===== src/rtl/maxpool_window_buffer.sv =====
// rtl/maxpool_window_buffer.sv - 4-channel window assembler feeding the max-pooling stage
module maxpool_window_buffer #(
    parameter int DW        = 8,
    parameter int WIN       = 5,
    parameter int STRIDE    = 5,
    parameter int FRAME_LEN = 180
) (
    input  logic                    clk,
    input  logic                    rst,
    input  logic                    in_valid,
    output logic                    in_ready,
    input  logic [DW-1:0]           in1,
    input  logic [DW-1:0]           in2,
    input  logic [DW-1:0]           in3,
    input  logic [DW-1:0]           in4,
    output logic                    win_valid,
    input  logic                    win_ready,
    output logic                    win_last,
    output logic [WIN-1:0][DW-1:0]  win1,
    output logic [WIN-1:0][DW-1:0]  win2,
    output logic [WIN-1:0][DW-1:0]  win3,
    output logic [WIN-1:0][DW-1:0]  win4
);

    localparam int NWIN = (FRAME_LEN - WIN) / STRIDE + 1;
    localparam int USED = (NWIN - 1) * STRIDE + WIN;
    localparam int SW   = $clog2(FRAME_LEN + 1);
    localparam int WW   = $clog2(NWIN + 1);
    localparam int FW   = $clog2(WIN + 1);

    localparam logic [FW-1:0] FILL_FULL  = FW'(WIN);
    localparam logic [FW-1:0] FILL_KEEP  = FW'(WIN - STRIDE);
    localparam logic [FW-1:0] FILL_ONE   = FW'(1);
    localparam logic [WW-1:0] WCNT_LAST  = WW'(NWIN - 1);
    localparam logic [WW-1:0] WCNT_ONE   = WW'(1);
    localparam logic [SW-1:0] SAMP_LAST  = SW'(FRAME_LEN - 1);
    localparam logic [SW-1:0] SAMP_ONE   = SW'(1);
    // Frame length divides exactly into windows: no tail samples to discard.
    localparam logic          NO_DRAIN   = (USED == FRAME_LEN);

    if (STRIDE < 1 || STRIDE > WIN || FRAME_LEN < WIN) begin : g_bad_params
        $error("maxpool_window_buffer: illegal WIN/STRIDE/FRAME_LEN combination");
    end

    typedef enum logic [1:0] {S_FILL, S_OUT, S_DRAIN} state_t;

    state_t                 state_q, state_d;
    logic [FW-1:0]          fill_q, fill_d;
    logic [SW-1:0]          samp_q, samp_d;
    logic [WW-1:0]          wcnt_q, wcnt_d;
    logic [WIN-1:0][DW-1:0] w1_q, w1_d, w2_q, w2_d, w3_q, w3_d, w4_q, w4_d;

    logic accept;
    logic consume;

    assign win_valid = (state_q == S_OUT);
    assign win_last  = win_valid && (wcnt_q == WCNT_LAST);
    assign in_ready  = !rst && (state_q != S_OUT);
    assign accept    = in_valid && in_ready;
    assign consume   = win_valid && win_ready;
    assign win1      = w1_q;
    assign win2      = w2_q;
    assign win3      = w3_q;
    assign win4      = w4_q;

    // Next-state: shift samples in while filling, step window/frame counters on consume.
    always_comb begin
        state_d = state_q;
        fill_d  = fill_q;
        samp_d  = samp_q;
        wcnt_d  = wcnt_q;
        w1_d    = w1_q;
        w2_d    = w2_q;
        w3_d    = w3_q;
        w4_d    = w4_q;
        case (state_q)
            S_FILL: begin
                if (accept) begin
                    for (int i = 0; i < WIN - 1; i++) begin
                        w1_d[i] = w1_q[i+1];
                        w2_d[i] = w2_q[i+1];
                        w3_d[i] = w3_q[i+1];
                        w4_d[i] = w4_q[i+1];
                    end
                    w1_d[WIN-1] = in1;
                    w2_d[WIN-1] = in2;
                    w3_d[WIN-1] = in3;
                    w4_d[WIN-1] = in4;
                    fill_d = fill_q + FILL_ONE;
                    samp_d = samp_q + SAMP_ONE;
                    if (fill_q + FILL_ONE == FILL_FULL) begin
                        state_d = S_OUT;
                    end
                end
            end
            S_OUT: begin
                if (consume) begin
                    if (wcnt_q != WCNT_LAST) begin
                        // Overlapping samples stay in the newest slots and shift down.
                        fill_d  = FILL_KEEP;
                        wcnt_d  = wcnt_q + WCNT_ONE;
                        state_d = S_FILL;
                    end else begin
                        fill_d = '0;
                        wcnt_d = '0;
                        if (NO_DRAIN) begin
                            samp_d  = '0;
                            state_d = S_FILL;
                        end else begin
                            state_d = S_DRAIN;
                        end
                    end
                end
            end
            S_DRAIN: begin
                if (accept) begin
                    samp_d = samp_q + SAMP_ONE;
                    if (samp_q == SAMP_LAST) begin
                        samp_d  = '0;
                        state_d = S_FILL;
                    end
                end
            end
            default: begin
                state_d = S_FILL;
            end
        endcase
    end

    // State and window registers with synchronous reset discarding partial frames.
    always_ff @(posedge clk) begin
        if (rst) begin
            state_q <= S_FILL;
            fill_q  <= '0;
            samp_q  <= '0;
            wcnt_q  <= '0;
            w1_q    <= '0;
            w2_q    <= '0;
            w3_q    <= '0;
            w4_q    <= '0;
        end else begin
            state_q <= state_d;
            fill_q  <= fill_d;
            samp_q  <= samp_d;
            wcnt_q  <= wcnt_d;
            w1_q    <= w1_d;
            w2_q    <= w2_d;
            w3_q    <= w3_d;
            w4_q    <= w4_d;
        end
    end

endmodule


===== config.mk =====
export PLATFORM = sky130hd
export DESIGN_NAME = maxpool_window_buffer
export DESIGN_NICKNAME = d
export VERILOG_FILES = /design/src/rtl/maxpool_window_buffer.sv
export SDC_FILE = /design/constraint.sdc
export NUM_CORES = 1
export LEC_CHECK = 0
export ABC_AREA = 1
export ABC_CLOCK_PERIOD_IN_PS = 1300
export CAP_MARGIN = 20
export CORE_AREA = 3 3 137 106
export CTS_CLUSTER_DIAMETER = 60
export DETAILED_ROUTE_END_ITERATION = 16
export DIE_AREA = 0 0 140 109
export GPL_ROUTABILITY_DRIVEN = 0
export HOLD_SLACK_MARGIN = 0.03
export PLACE_DENSITY = 0.79
export SYNTH_ARGS = -nofsm -noshare
export SYNTH_HDL_FRONTEND = slang
export SYNTH_SLANG_ARGS = --single-unit

===== constraint.sdc =====
create_clock -name clk -period 1.3 [get_ports clk]
set_input_delay 0.26 -clock clk [delete_from_list [all_inputs] [get_ports clk]]
set_output_delay 0.26 -clock clk [all_outputs]
set_load 0.1 [all_outputs]

==> results of run 1 <==
-- repair_timing --
item / CTS
endpoints found under the setup margin: 63
cloned: 3
buffers inserted: 6
gates resized for setup: 81
hold buffers: 0
pin swaps: 5
-- per-stage QoR --
stage / cells / util / setup TNS, ns
2_1_floorplan: 764 / - / -67.52
4_1_cts: 1147 / 0.829 / -2.01
3_5_place_dp: 1106 / 0.761 / -53.19
3_3_place_gp: 1106 / 0.761 / -44.95
-- cells by family after synthesis --
| group | Yosys count |
|---|---|
| and+or+nand+nor | 480 |
| xor gates and xnor gates | 2 |
| AOI/OAI and AO/OA | 34 |
| DFF | 170 |
| buffers and inverters | 75 |
| adders and majority gates | 3 |
==> reports/metrics.yaml, run 1 <==
syn_inst: 764
pre_cts_ws_ns: -0.443
synth_compound_area_frac: 0.0282
yosys_warnings: 0
dpl_cell_area_um2: 9940
grt_worst_setup_endpoint: "win_last"
cts_buffers: 17
yosys.area_share.xor_xnor: 0.00290
synthTopCellsByArea: "dfxtp_1, nand2_1, nand3_1, buf_2, o21ai_0"
synth.most_common_cell: "nand2_1"
post-dp-hpwl_um: 12200
cts_max_path_buffers: 2
synth_flop_cell: "dfxtp_1"
ys_types: 18
io_buffer_count: 198
ios: 199
synth_top_family_by_area: "simple AND/OR/NAND/NOR gates"
die_x_um: 140
worstEndpointType: "top-level output"
rows: 36
root_buffer: "clkbuf_16"
ys_ff_latch: 170
synth_edf_count: 0
syn_area_um2: 6030
async_reset_ff_frac: 0
lastStage: "global routing (5_1_grt)"
synth_fa_ha_area_frac: 0.00622
synth_nets: 803
yosysTopAreaCellShare: 0.564
synth_common_cells: "nand2_1, dfxtp_1, nand3_1"
htreeDepth: 4
status: "aborted with a tool error"
first-error: "[ERROR DPL-0038] Utilization greater than 100%, impossible to legalize"
avgSynthCellArea_um2: 7.89
grt_max_degree: 74
initial_core_util: 0.462
yosysTopAreaCell: "dfxtp_1"
ys_seq_area_frac: 0.564
yosys-mux-area-fraction: 0
die_y_um: 109
synthSimpleGateAreaFrac: 0.333
clock-sinks: 170
==> run 2, diff against run 1 <==
--- a/config.mk
+++ b/config.mk
@@ -8,13 +8,11 @@
 export ABC_AREA = 1
 export ABC_CLOCK_PERIOD_IN_PS = 1300
 export CAP_MARGIN = 20
-export CORE_AREA = 3 3 137 106
-export CTS_CLUSTER_DIAMETER = 60
+export CORE_AREA = 3 3 127 129
 export DETAILED_ROUTE_END_ITERATION = 16
-export DIE_AREA = 0 0 140 109
+export DIE_AREA = 0 0 130 132
 export GPL_ROUTABILITY_DRIVEN = 0
-export HOLD_SLACK_MARGIN = 0.03
-export PLACE_DENSITY = 0.79
+export PLACE_DENSITY_LB_ADDON = 0.15
 export SYNTH_ARGS = -nofsm -noshare
 export SYNTH_HDL_FRONTEND = slang
 export SYNTH_SLANG_ARGS = --single-unit
==> reports/metrics.yaml, run 2 <==
worst_slack_ns: -0.249
period_needed_ns: 1.55
maxCapViolations: 0
fin_crit_sh: 1.19
slowest_delay_ns: 0.33
rows: 45
clkLatencyLatePin_ns: 0.42
layout_commonest_cell: "nand2_1"
ios: 199
async_reset_ff_frac: 0
synthTopCellsByArea: "dfxtp_1, nand2_1, nand3_1, buf_2, o21ai_0"
final_cell_mix: "nand2_1, buf_12, nand3_1"
cts_tree: "done"
violations: "setup timing"
die_x_um: 130
yosys_warnings: 0
whs_ns: 0.371
avgSynthCellArea_um2: 7.89
first_iter_violations: 356
initial_core_util: 0.398
first_global_vias: 5294
ys_ff_latch: 170
synth_nets: 803
syn_area_um2: 6030
min_to: "win4[35]$_SDFFE_PP0P_"
crit_chain: "inv_2 > nor2_4 > nand3_4 > nor2_4 > buf_12"
cts_buffers: 17
htreeDepth: 4
synth_common_cells: "nand2_1, dfxtp_1, nand3_1"
worstHoldPathCells: 3
startpoint: "wcnt_q[5]$_SDFFE_PP0P_"
antenna_found_initial: 0
core_um2: 15100
maxSlewHeadroom: 0.781
syn_inst: 764
finalPower_mw: 13.7
fmax_ghz: 0.645
cts.reportedPaths.clkPinSlew_ns: 0.07
powerDensity_nw_per_um2: 1230
setup_violations: 3
ys_types: 18
post-dp-hpwl_um: 11700
final_antenna_net_count: 0
synth.most_common_cell: "nand2_1"
clock-sinks: 170
io_buffer_count: 198
layout-drive-gt1-share: 0.415
hold_path.class: "input pin to flip-flop"
wl_per_cell_um: 15.4
timing.rr.start: "state_q[0]$_SDFFE_PP0P_"
p_leak_nw: 4.96
viasPerCell: 4.82
area_growth_pct: 83.8
synth_edf_count: 0
cp.arrival_ns: 1.29
first_pass_iters: 5
antenna_cells: 0
drcViolationCount: 0
rr_endpoint: "win3[17]$_SDFFE_PP0P_"
fin_area_um2: 11100
dpl_cell_area_um2: 9990
crit_path_frequent_cell: "nor2_4"
clock_skew_ns: 0.00848
critPathMaxFanout: 2
synth_flop_cell: "dfxtp_1"
crit_required_ns: 1.04
track_usage: 0.199
crit_type: "flip-flop to primary output"
die_y_um: 132
cts_max_path_buffers: 2
hold_buffers: 0
grt_max_degree: 62
ir_worst_vdd_mv: 0.900
finalHoldViolCount: 0
grt_pass1_wl_um: 27300
rsz0062_at_grt: "true"
hp-start: "in4[3]"
drv_slew: 0
finalNetCount: 1014
r2r_slack_ns: 0.01
cp_slowest_cell: "dfxtp_2"
tightest_slew_ns: 0.327
root_buffer: "clkbuf_16"
reg2reg_depth: 7
vias: 5672
critPathCaptureType: "primary output"
ys_seq_area_frac: 0.564
grt.overflow.total: 0
yosysTopAreaCellShare: 0.564
die_area_um2: 17200
wirelength_um: 18100
yosysTopAreaCell: "dfxtp_1"
worstSetupStartpointType: "flip-flop"
status: "finished, violations left"
==> run 2: layout make-up <==
class,count,area (um2)
well taps,188,235
fillers,1063,4060
repair buffers,244,4170
clock buffers,19,453
inverters,22,97.6
clock inverters,13,164
flip-flops and latches,170,3590
multi-input cells,520,2370
==> run 2: repair_timing <==
item / CTS / global route
buffers inserted: 5 / 2
pin swaps: 5 / 6
endpoints found under the setup margin: 102 / 139
gates cloned: 0 / 7
gates resized for setup: 111 / 58
==> run 2: critical path, delay by kind of cell, from the launching register on <==
family | cells | cell delay (ns)
flops | 1 | 0.33
simple gates | 3 | 0.30
buf+inv | 2 | 0.23
==> run 2: power breakdown <==
part	internal [mW]	leakage (nW)	total, mW	switching, mW
Combinational	0.972	3.22	2.72	1.75
Clock	3.14	0.301	5.30	2.16
Sequential	5.42	1.45	5.65	0.233
Total	9.54	4.96	13.7	4.14
==> run 2: worst max-delay path by stage <==
stage / depth (start not counted) / endpoint / slack (ns)
2_1_floorplan: 7 / win3[17]$_SDFFE_PP0P_ / -0.45
3_3_place_gp: 6 / win1[36]$_SDFFE_PP0P_ / -0.29
3_5_place_dp: 7 / win3[39]$_SDFFE_PP0P_ / -0.33
4_1_cts: 5 / win_last / -0.31
5_1_grt: 4 / win_last / -0.31
6_report: 5 / win_last / -0.25
==> run 2: layer usage <==
metal	vias up	global-route usage	share of wire
met4	0	0.0566	0.012
met1	2630	0.242	0.42
met2	153	0.332	0.51
li1	2868	-	-
met5	-	0	0
met3	21	0.0729	0.064
==> run 2: cells by family (layout without fill, tap and decap cells) <==
logic type | Yosys count | count (layout) | share of synthesized area
adders and majority gates | 3 | 3 | 0.00622
xor gates and xnor gates | 2 | 2 | 0.00291
DFF | 170 | 170 | 0.564
buffers and inverters | 75 | 298 | 0.0649
and+or+nand+nor | 480 | 481 | 0.333
AOI/OAI and AO/OA | 34 | 34 | 0.0282
==> run 2: through the flow <==
step / instances / setup WS (ns) / util / TNS (ns)
detailed placement: 1130 / -0.327 / 0.660 / -44.26
finish: 1176 / -0.249 / 0.732 / -0.407
floorplan: 764 / -0.447 / - / -67.52
global placement: 1130 / -0.294 / 0.660 / -42.23
CTS: 1167 / -0.310 / 0.713 / -0.526
global route: 1176 / -0.312 / 0.732 / -0.651
Power figures use the tool's default switching activity.
==> variant (settings of run 2) <==
`FRAME_LEN`: 180 -> 90.
--- a/src/rtl/maxpool_window_buffer.sv
+++ b/src/rtl/maxpool_window_buffer.sv
@@ -4,5 +4,5 @@
     parameter int WIN       = 5,
     parameter int STRIDE    = 5,
-    parameter int FRAME_LEN = 180
+    parameter int FRAME_LEN = 90
 ) (
     input  logic                    clk,
Behaviour: no difference found for any inputs over 4 cycles, from zero or initial values and one cycle with rst high; that may be too few to reach the edited logic, so the function may still have changed.
==> variant against run 2 <==
- the flow still finishes with violations (setup timing)
- non-clock buffer count is 37 higher
- power is 3.2% higher
- final area is 16% higher
- sequential power hardly changed
- count of clock-buffer cells in the layout is 1 lower
- sequential cell count is 1 lower
- routed wire length is 28% higher
- die area stayed put
- sequential share of layout area is 4.2 points lower
- critical path depth stayed put
- synthesized area is 0.66% lower
- setup slack worse by 0.053 ns
- largest cell class unchanged
==> variant: results (changes against run 2) <==
* Status: finished with violations (unchanged)
* Failing checks: setup timing (unchanged)
* Synthesized Nets at 791 (was 803)
* Ranking of synthesized cells by area: dfxtp_1 56%, nand2_1 19%, nand3_1 13% (unchanged)
* Worst IR Drop VDD at 0.000929 V (was 0.000900 V)
* Crit path from: wcnt_q[1] (was wcnt_q[5])
* Multi-input logic area at 3220 sq um (was 2370 sq um)
* Vias in the first global route at 5319 (was 5294)
* Worst Skew at 0.0120 ns (was 0.00848 ns)
* Setup-failing EPs final at 171 (was 3)
* Min setup slack post-route at -0.302 ns (was -0.249 ns)
* Ratio of cells with drive above 1 in the final layout at 0.630 (was 0.415)
* DR WL/cell at 19.3 microns (was 15.4 microns)
* Power per cell area at 1100 nW/um^2 (was 1230 nW/um^2)
* Reg2reg setup slack at -0.24 ns (was 0.01 ns)
* First-pass GRT wire length at 27200 microns (was 27300 microns)
* Pre-Repair DR Iteration Count at 6 (was 5)
* Static leakage at 5.48 nW (was 4.96 nW)
* Arrival time worst endpoint at 1.34 ns (was 1.29 ns)
* Metal2 WL at 12400 microns (was 9130 microns)
* Worst-case reg-to-reg path depth at 9 (was 7)
* Average size of a mapped cell at 7.98 sq um (was 7.89 sq um)
* GR Util All Layers at 0.198 (was 0.199)
* Sw frac at 0.315 (was 0.303)
* # fillers at 742 (was 1063)
* Cell Count Post-Placement at 1124 (was 1130)
==> variant: cell count changes in the layout (fill, tap and decap cells not counted), moves of 15 or more <==
cell       delta
nand2_2      +22
nand3_2     +134
o21ai_0      -15
nand2_1      -29
clkbuf_16    +19
nand3_1     -140
==> variant: final cells by class <==
cell class | instances | area share
timing repair inverter | 2 | 0.00253
timing repair buffer | 281 | 0.392
clock buffer | 18 | 0.0334
inverter | 19 | 0.00780
clock inverter | 14 | 0.0136
sequential | 169 | 0.281
tap | 188 | 0.0183
multi-input combinational | 512 | 0.251
==> variant: logic make-up after synthesis <==
group	count (synthesis)	share of synthesized area
AND/OR/NAND/NOR	471	0.329
adder cells (fa/ha/maj)	4	0.00835
flip-flops	169	0.565
AO/OA/AOI/OAI	34	0.0292
buffers and inverters	71	0.0656
XOR/XNOR	2	0.00292
==> variant: what timing repair did <==
action,in CTS,in global routing
cloned,2,31
gates resized for setup,121,318
setup endpoints to repair,81,232
setup buffers,4,13
pin swaps,6,72
